### src/rtl/xc_mask_pkg.sv
// rtl/xc_mask_pkg.sv - shared constants and state type for the two-share remask engine
package xc_mask_pkg;

  localparam logic MODE_BOOL  = 1'b0;
  localparam logic MODE_ARITH = 1'b1;

  localparam logic [63:0] LFSR_POLY_DEFAULT  = 64'hD800000000000000;
  localparam logic [63:0] LFSR_RESET_DEFAULT = 64'h0000000000000001;

  typedef enum logic [1:0] {
    ST_IDLE,
    ST_UPD1,
    ST_UPD0,
    ST_RESP
  } remask_state_e;

endpackage

### src/rtl/xc_mask_lfsr64.sv
// rtl/xc_mask_lfsr64.sv - seedable 64-bit Galois LFSR supplying fresh masks
module xc_mask_lfsr64
  import xc_mask_pkg::*;
#(
  parameter logic [63:0] LFSR_POLY  = LFSR_POLY_DEFAULT,
  parameter logic [63:0] LFSR_RESET = LFSR_RESET_DEFAULT
) (
  input  logic        g_clk,
  input  logic        g_reset,
  input  logic        seed_valid,
  input  logic [63:0] seed,
  output logic [63:0] state
);

  // An all-zero state would lock the register, so a zero seed falls back to the reset value.
  always_ff @(posedge g_clk or posedge g_reset) begin
    if (g_reset) begin
      state <= LFSR_RESET;
    end else if (seed_valid) begin
      state <= (seed == 64'd0) ? LFSR_RESET : seed;
    end else begin
      state <= (state >> 1) ^ (state[0] ? LFSR_POLY : 64'd0);
    end
  end

endmodule

### src/rtl/xc_mask_remask_unit.sv
// rtl/xc_mask_remask_unit.sv - sequential boolean/arithmetic remask of a two-share operand
module xc_mask_remask_unit
  import xc_mask_pkg::*;
#(
  parameter int          XLEN       = 32,
  parameter logic [63:0] LFSR_POLY  = LFSR_POLY_DEFAULT,
  parameter logic [63:0] LFSR_RESET = LFSR_RESET_DEFAULT
) (
  input  logic            g_clk,
  input  logic            g_reset,
  input  logic            prng_seed_valid,
  input  logic [63:0]     prng_seed,
  input  logic            req_valid,
  output logic            req_ready,
  input  logic            req_mode,
  input  logic [XLEN-1:0] req_s0,
  input  logic [XLEN-1:0] req_s1,
  output logic            rsp_valid,
  input  logic            rsp_ready,
  output logic [XLEN-1:0] rsp_s0,
  output logic [XLEN-1:0] rsp_s1,
  output logic            busy
);

  remask_state_e   state;
  logic [XLEN-1:0] s0_q;
  logic [XLEN-1:0] s1_q;
  logic [XLEN-1:0] mask_q;
  logic            mode_q;
  logic [63:0]     lfsr_state;
  logic            lfsr_unused;

  xc_mask_lfsr64 #(
    .LFSR_POLY  (LFSR_POLY),
    .LFSR_RESET (LFSR_RESET)
  ) u_lfsr (
    .g_clk      (g_clk),
    .g_reset    (g_reset),
    .seed_valid (prng_seed_valid),
    .seed       (prng_seed),
    .state      (lfsr_state)
  );

  assign lfsr_unused = ^lfsr_state;

  assign rsp_s0 = s0_q;
  assign rsp_s1 = s1_q;

  // Shares are refreshed one per cycle so the unmasked value never appears combinationally.
  always_ff @(posedge g_clk or posedge g_reset) begin
    if (g_reset) begin
      state     <= ST_IDLE;
      s0_q      <= '0;
      s1_q      <= '0;
      mask_q    <= '0;
      mode_q    <= MODE_BOOL;
      req_ready <= 1'b1;
      rsp_valid <= 1'b0;
      busy      <= 1'b0;
    end else begin
      case (state)
        ST_IDLE: begin
          if (req_valid) begin
            s0_q      <= req_s0;
            s1_q      <= req_s1;
            mode_q    <= req_mode;
            mask_q    <= lfsr_state[XLEN-1:0];
            state     <= ST_UPD1;
            req_ready <= 1'b0;
            busy      <= 1'b1;
          end
        end
        ST_UPD1: begin
          s1_q  <= (mode_q == MODE_ARITH) ? (s1_q + mask_q) : (s1_q ^ mask_q);
          state <= ST_UPD0;
        end
        ST_UPD0: begin
          s0_q      <= (mode_q == MODE_ARITH) ? (s0_q + mask_q) : (s0_q ^ mask_q);
          state     <= ST_RESP;
          rsp_valid <= 1'b1;
        end
        ST_RESP: begin
          if (rsp_ready) begin
            state     <= ST_IDLE;
            mask_q    <= '0;
            rsp_valid <= 1'b0;
            req_ready <= 1'b1;
            busy      <= 1'b0;
          end
        end
        default: begin
          state <= ST_IDLE;
        end
      endcase
    end
  end

endmodule

### config.mk
export PLATFORM = sky130hd
export DESIGN_NAME = xc_mask_remask_unit
export DESIGN_NICKNAME = d
export VERILOG_FILES = /design/src/rtl/xc_mask_pkg.sv /design/src/rtl/xc_mask_lfsr64.sv /design/src/rtl/xc_mask_remask_unit.sv
export SDC_FILE = /design/constraint.sdc
export NUM_CORES = 1
export LEC_CHECK = 0
export CAP_MARGIN = 30
export CORE_MARGIN = 3
export CORE_UTILIZATION = 25
export DETAILED_ROUTE_END_ITERATION = 6
export GPL_TIMING_DRIVEN = 0
export SETUP_SLACK_MARGIN = 0.2
export SLEW_MARGIN = 0
export SYNTH_ARGS = -nofsm -noshare
export SYNTH_HDL_FRONTEND = slang
export SYNTH_SLANG_ARGS = --single-unit
### constraint.sdc
create_clock -name g_clk -period 7.6 [get_ports g_clk]
set_input_delay 1.52 -clock g_clk [delete_from_list [all_inputs] [get_ports g_clk]]
set_output_delay 1.52 -clock g_clk [all_outputs]
set_load 0.05 [all_outputs]
# ---- Word-level counts from Yosys, hierarchy flattened
# Index checks and enable logic that the tools add are counted.
dict set report word_totals {
  latch_bits 0
  mem_bits_rw 0
  output_inout_bits 67
  in_bits 134
  memories 0
  reg_bits 166
  mem_bits_ro 0
  word_cells 53
}
dict set report classes {
  mul 0
  n_div 0
  n_addsub 2
  bitwise_logic 3
  shift 0
  reduce_logical 12
  eq_ne 5
  muxes 22
  magnitude_cmp 0
}
# operator n
set op_table {}
lappend op_table {{$mux W32} 6}
lappend op_table {{$mux W64} 3}
lappend op_table {{$pmux W32 S2} 3}
lappend op_table {{$add A32 B32 Y32} 2}
lappend op_table {{$logic_not A64 Y1} 1}
lappend op_table {{$xor A32 B32 Y32} 2}
lappend op_table {{$xor A63 B64 Y64} 1}
lappend op_table {{$reduce_and A2 Y1} 5}
lappend op_table {{$pmux W2 S4} 1}
lappend op_table {{$reduce_bool A2 Y1} 4}
lappend op_table {{$pmux W1 S2} 3}
lappend op_table {{$eq A2 B2 Y1 const B} 2}
lappend op_table {{$mux W1} 4}
lappend op_table {{$mux W2} 2}
lappend op_table {{$ne A2 B2 Y1 const B} 2}
lappend op_table {{$reduce_and A3 Y1} 1}
lappend op_table {{$eq A2 B1 Y1 const B} 1}
lappend op_table {{$logic_not A2 Y1} 1}

# ---- Longest topological paths before layout
dict set report depth {
  ltp_word 3
  ltp_mapped 11
  mapped_depth_nobuf 11
}

# ---- Hierarchy
# Synthesis repeated with hierarchy kept, for this count alone.
dict set report unflattened {
  cells_unflattened 1166
  area_unflattened_um2 10705.3
}
# module seq_area_each_um2 area_per_inst_um2 cells_each instances
set modules_own_cells {}
lappend modules_own_cells {xc_mask_remask_unit 2553.7 8185.4 1000 1}
lappend modules_own_cells {xc_mask_lfsr64 1602.8 2519.9 166 1}

# ---- Worst setup path before layout
# No wires, ideal clock.
dict set report synth_path {
  path_kind {register to register}
  from {reg s0_q[0] (netlist: rsp_s0[0])}
  to {reg s0_q[28] (netlist: rsp_s0[28])}
  path_stages_with_launch 12
  t_arrival_ns 2.833
  path_slack_ns 4.683
  setup_time_ns 0.083
  required_time_ns 7.517
  period_less_slack_ns 2.917
  path_buffers 0
  path_cell_list {dfrtp_1 -> ha_1 -> fa_1 -> a21o_1 -> a21o_1 -> a31o_2 -> a31oi_1 -> o31ai_2 -> a31oi_1 -> o21ai_0 -> xnor2_1 -> o21ai_0}
}
dict set report synth_between {
  elab_chain_cells 3
}
# element line_no
set synth_rtl {}
lappend synth_rtl {{start: declaration} xc_mask_remask_unit.sv:26} ;# logic [XLEN-1:0] s0_q;
lappend synth_rtl {{start signal: assignment} xc_mask_remask_unit.sv:64} ;# s0_q <= req_s0;
lappend synth_rtl {{start signal: assignment} xc_mask_remask_unit.sv:78} ;# s0_q <= (mode_q == MODE_ARITH) ? (s0_q + mask_q) : (s0_q ^ mask_q);
lappend synth_rtl {{$add A32 B32 Y32} xc_mask_remask_unit.sv:78}
lappend synth_rtl {{$mux W32} xc_mask_remask_unit.sv:78}
lappend synth_rtl {{$pmux W32 S2} xc_mask_remask_unit.sv:61} ;# case (state)
# No other way between the ends.
# A chain may end at the register's enable or synchronous reset.

# ---- Final worst setup path
dict set report layout_path {
  from {reg mask_q[0]}
  to {reg s0_q[28] (netlist: rsp_s0[28])}
}
dict set report layout_between {
  elab_chain_cells 3
}
# element line_no
set layout_rtl {}
lappend layout_rtl {{start: declaration} xc_mask_remask_unit.sv:28} ;# logic [XLEN-1:0] mask_q;
lappend layout_rtl {{start signal: assignment} xc_mask_remask_unit.sv:67} ;# mask_q <= lfsr_state[XLEN-1:0];
lappend layout_rtl {{$add A32 B32 Y32} xc_mask_remask_unit.sv:78}
lappend layout_rtl {{$mux W32} xc_mask_remask_unit.sv:78}
lappend layout_rtl {{$pmux W32 S2} xc_mask_remask_unit.sv:61}
# No other way between the ends.

==> results.md <==
* HP Class: flip-flop to flip-flop
* DRT iter0 DRCs at between 800 and 900
* Syn nets at about 1300
* Main flop type after synthesis: dfrtp_1
* Synth Instances at roughly 1100
* Clock Tree Buf Depth at 2
* PortBufs at ~200
* Period minus WS final at 3410 ps
* Post-synth ARST share at 100%
* Worst-margin pin slew at 911 ps
* Initial DRT Pass Iterations at 5
* Detailed placer's ending HPWL at between 30 and 40 mm
* Post-CTS Setup Inserts at 0
* CTS Root Cell: clkbuf_16
* # IOs at roughly 200
* Worst r2r src: mask_q[0]$_DFFE_PP0P_
* Distinct cells, synth at just over 60
* CTS Sinks at about 170
* Most common library cells after synthesis: 164 x dfrtp_1, 123 x nand2_1, 103 x o21ai_0, 98 x a21oi_1, 66 x ha_1
* R2R Path End: rsp_s0[28]$_DFFE_PP0P_
* Worst Skew at 20.6 ps
* P_leak at slightly below 0.006 µW
* Worst ir drop on vdd at between 0.15 and 0.2 mV
* Min-Delay Path Depth at 1
* Hold endpoint: mask_q[7]$_DFFE_PP0P_
* Largest net degree at the start of global routing at approximately 100
* DP Worst Slack at about 3800 ps
* Max-capacitance violation count at 0
* Worst-skew pair later-pin latency at ~450 ps
* Worst-path clk slew at approximately 70 ps
* Initial Util at about a quarter
* Comb pwr share at 61.0%
* Die width at about 210 µm
* Status: complete, no violations
* Area contributors post-synth: dfrtp_1 39%, ha_1 7.9%, mux2_2 6.6%
* Hold path start: u_lfsr.state[7]$_DFF_PP0_
* Die ar. at 44400 µm²
* Initial antenna violation count at 0
* CP endpoint kind: flip-flop
* Reg2reg setup slack at between 4000 and 5000 ps
* Path depth of the worst reg2reg path at 11
* Synth area leader: dfrtp_1
* Total Routing Usage GR at between 15 and 20%
* Crit Path Max Fanout at 4
* Final WS setup at roughly 4200 ps
* Hold Slack at 476 ps
* Worst slew margin at 39.2%
* Mean routed wirelength per cell at between 20 and 25 µm
* Most instantiated library cell after synthesis: dfrtp_1
* Post-synth EDFFs at 0
* CTS resizes at 0
* CP Class: flip-flop to flip-flop
* Power share of the clock group at 15.1%
* Vias in the first global route at 9489
* DRC at 0
* Internal power at roughly 3000 µW
* Crit start category: flip-flop
* Final net count at 1542
* First-pass GRT wire length at between 50 and 60 mm
* CTS tree: done
* Critical path origin: mask_q[0]$_DFFE_PP0P_
* P_sw at 3170 µW
* RSZ-0062 raised after global routing: no
* Fin. max-slew vios at 0
* PwrDens at 446 nW/µm²
* Setup violations, final at 0
* WL final at a little under 40 mm
* Ant. Diodes at 0
* Critical Path RT at just under 8000 ps
* Syn Area/Cell at ~9.3 µm²
* Core area at 41100 µm²
* Std-Cell Rows at 74
* Seq/Total Area, Yosys at between 30% and 40%
* Via Count at roughly 9600
* Register bit total from synthesis at 166
* Switching share of power at between 50% and 60%
* GPL Wtd Cong at between 0.9 and 1
* Final Hold Vio Count at 0
* Vias/cell at a little over 5
* P&R area growth vs syn at 31.5%
* Num CTS Buffers at 17
* Reg power frac at a little under a quarter
* Area share of the largest cell type after synthesis at 39.2%
* Synth Warn # at 0
* # H-tree levels at 4
* Post-DRT Antenna Nets at 0
* Post-CTS Hold Buffers at 0
* Period utilization at between 40 and 50%
* Fraction of layout cells with a size suffix above 1 at 8.06%
* Grt ovf at 0
* Synth Cell Area at around 10000 µm²
* Critical Path AT at between 3000 and 4000 ps
* Achievable Freq at 293 MHz
* Die Ht at about 210 µm
registers in the layout, indices dropped and copies added, names as in the netlist:
signal        count
mask_q           32
rsp_valid         1
rsp_s0           32
mode_q            1
req_ready         1
state             2
rsp_s1           32
busy              1
u_lfsr.state     64
final cells by class:
class	instances	area, µm²
fill	4278	27300
tap	532	666
inverter	19	78.8
multi-input combinational	874	6000
clock inverter	14	165
sequential	166	4160
clock buffer	18	439
timing repair buffer	200	2020
buffer	62	235
metrics by stage:
stage	setup TNS [ps]	instance area, µm²	util [%]	cells	total power (µW)
final	0	13800	33.5	1885	6140
after floorplan	0	10500	-	1121	3930
after global routing	0	13800	33.5	1885	6550
after CTS	0	13800	33.5	1885	6150
after global placement	-127320	13100	31.9	1852	5170
after detailed placement	0	13200	32.0	1853	5210
cell families after synthesis:
logic type,count (synthesis),synth area share [%]
flops,166,39.7
fa+ha+maj,68,8.27
mux,88,9.15
xor+xnor,57,4.77
simple gates,302,13.6
buf+inv,81,2.93
compound gates,359,21.6
cell usage in the layout (no fill, tap or decap), types with 27 or more instances in the layout:
cell               n
mux2i_1           27
clkdlybuf4s50_1  199
ha_1              66
nor2_1            55
a21o_1            33
a22o_1            32
mux2_2            61
nand2_1          123
clkbuf_1          45
a21oi_1           98
xnor2_1           35
dfrtp_1          164
o21ai_0          103
critical path, stage by stage (launching register included):
cell and delay [ps]:
dfrtp_1 450, ha_1 260, fa_1 410, a21o_1 180, a21o_1 190, a31o_2 290, a31oi_1 350, o31ai_2 160
a31oi_1 440, o21ai_0 250, xnor2_1 190, o21ai_0 100
power groups by stage:
stage	combinational, µW	clock [µW]	sequential (µW)
finish	3740	926	1470
detailed placement	3730	0	1480
global placement	3700	0	1480
floorplan	1980	0	1950
CTS	3740	940	1470
global route	4070	981	1500
metal layers:
metal	part of all wire [%]	vias to the layer above	track usage [%]
li1	-	4584	-
met1	47	4646	24.8
met2	45	323	27.4
met3	6.5	39	3.46
met4	1.8	0	4.09
met5	0	-	0
worst max-delay path by stage:
stage	to	slack, ps
6_report	rsp_s0[28]$_DFFE_PP0P_	4190
4_1_cts	rsp_s0[0]$_DFFE_PP0P_	4230
5_1_grt	rsp_s1[29]$_DFFE_PP0P_	3980
3_5_place_dp	rsp_s0[0]$_DFFE_PP0P_	3750
2_1_floorplan	busy$_DFFE_PP0P_	1590
3_3_place_gp	rsp_s1[20]$_DFFE_PP0P_	-800
Note: power is estimated with default switching activity, not from simulation.
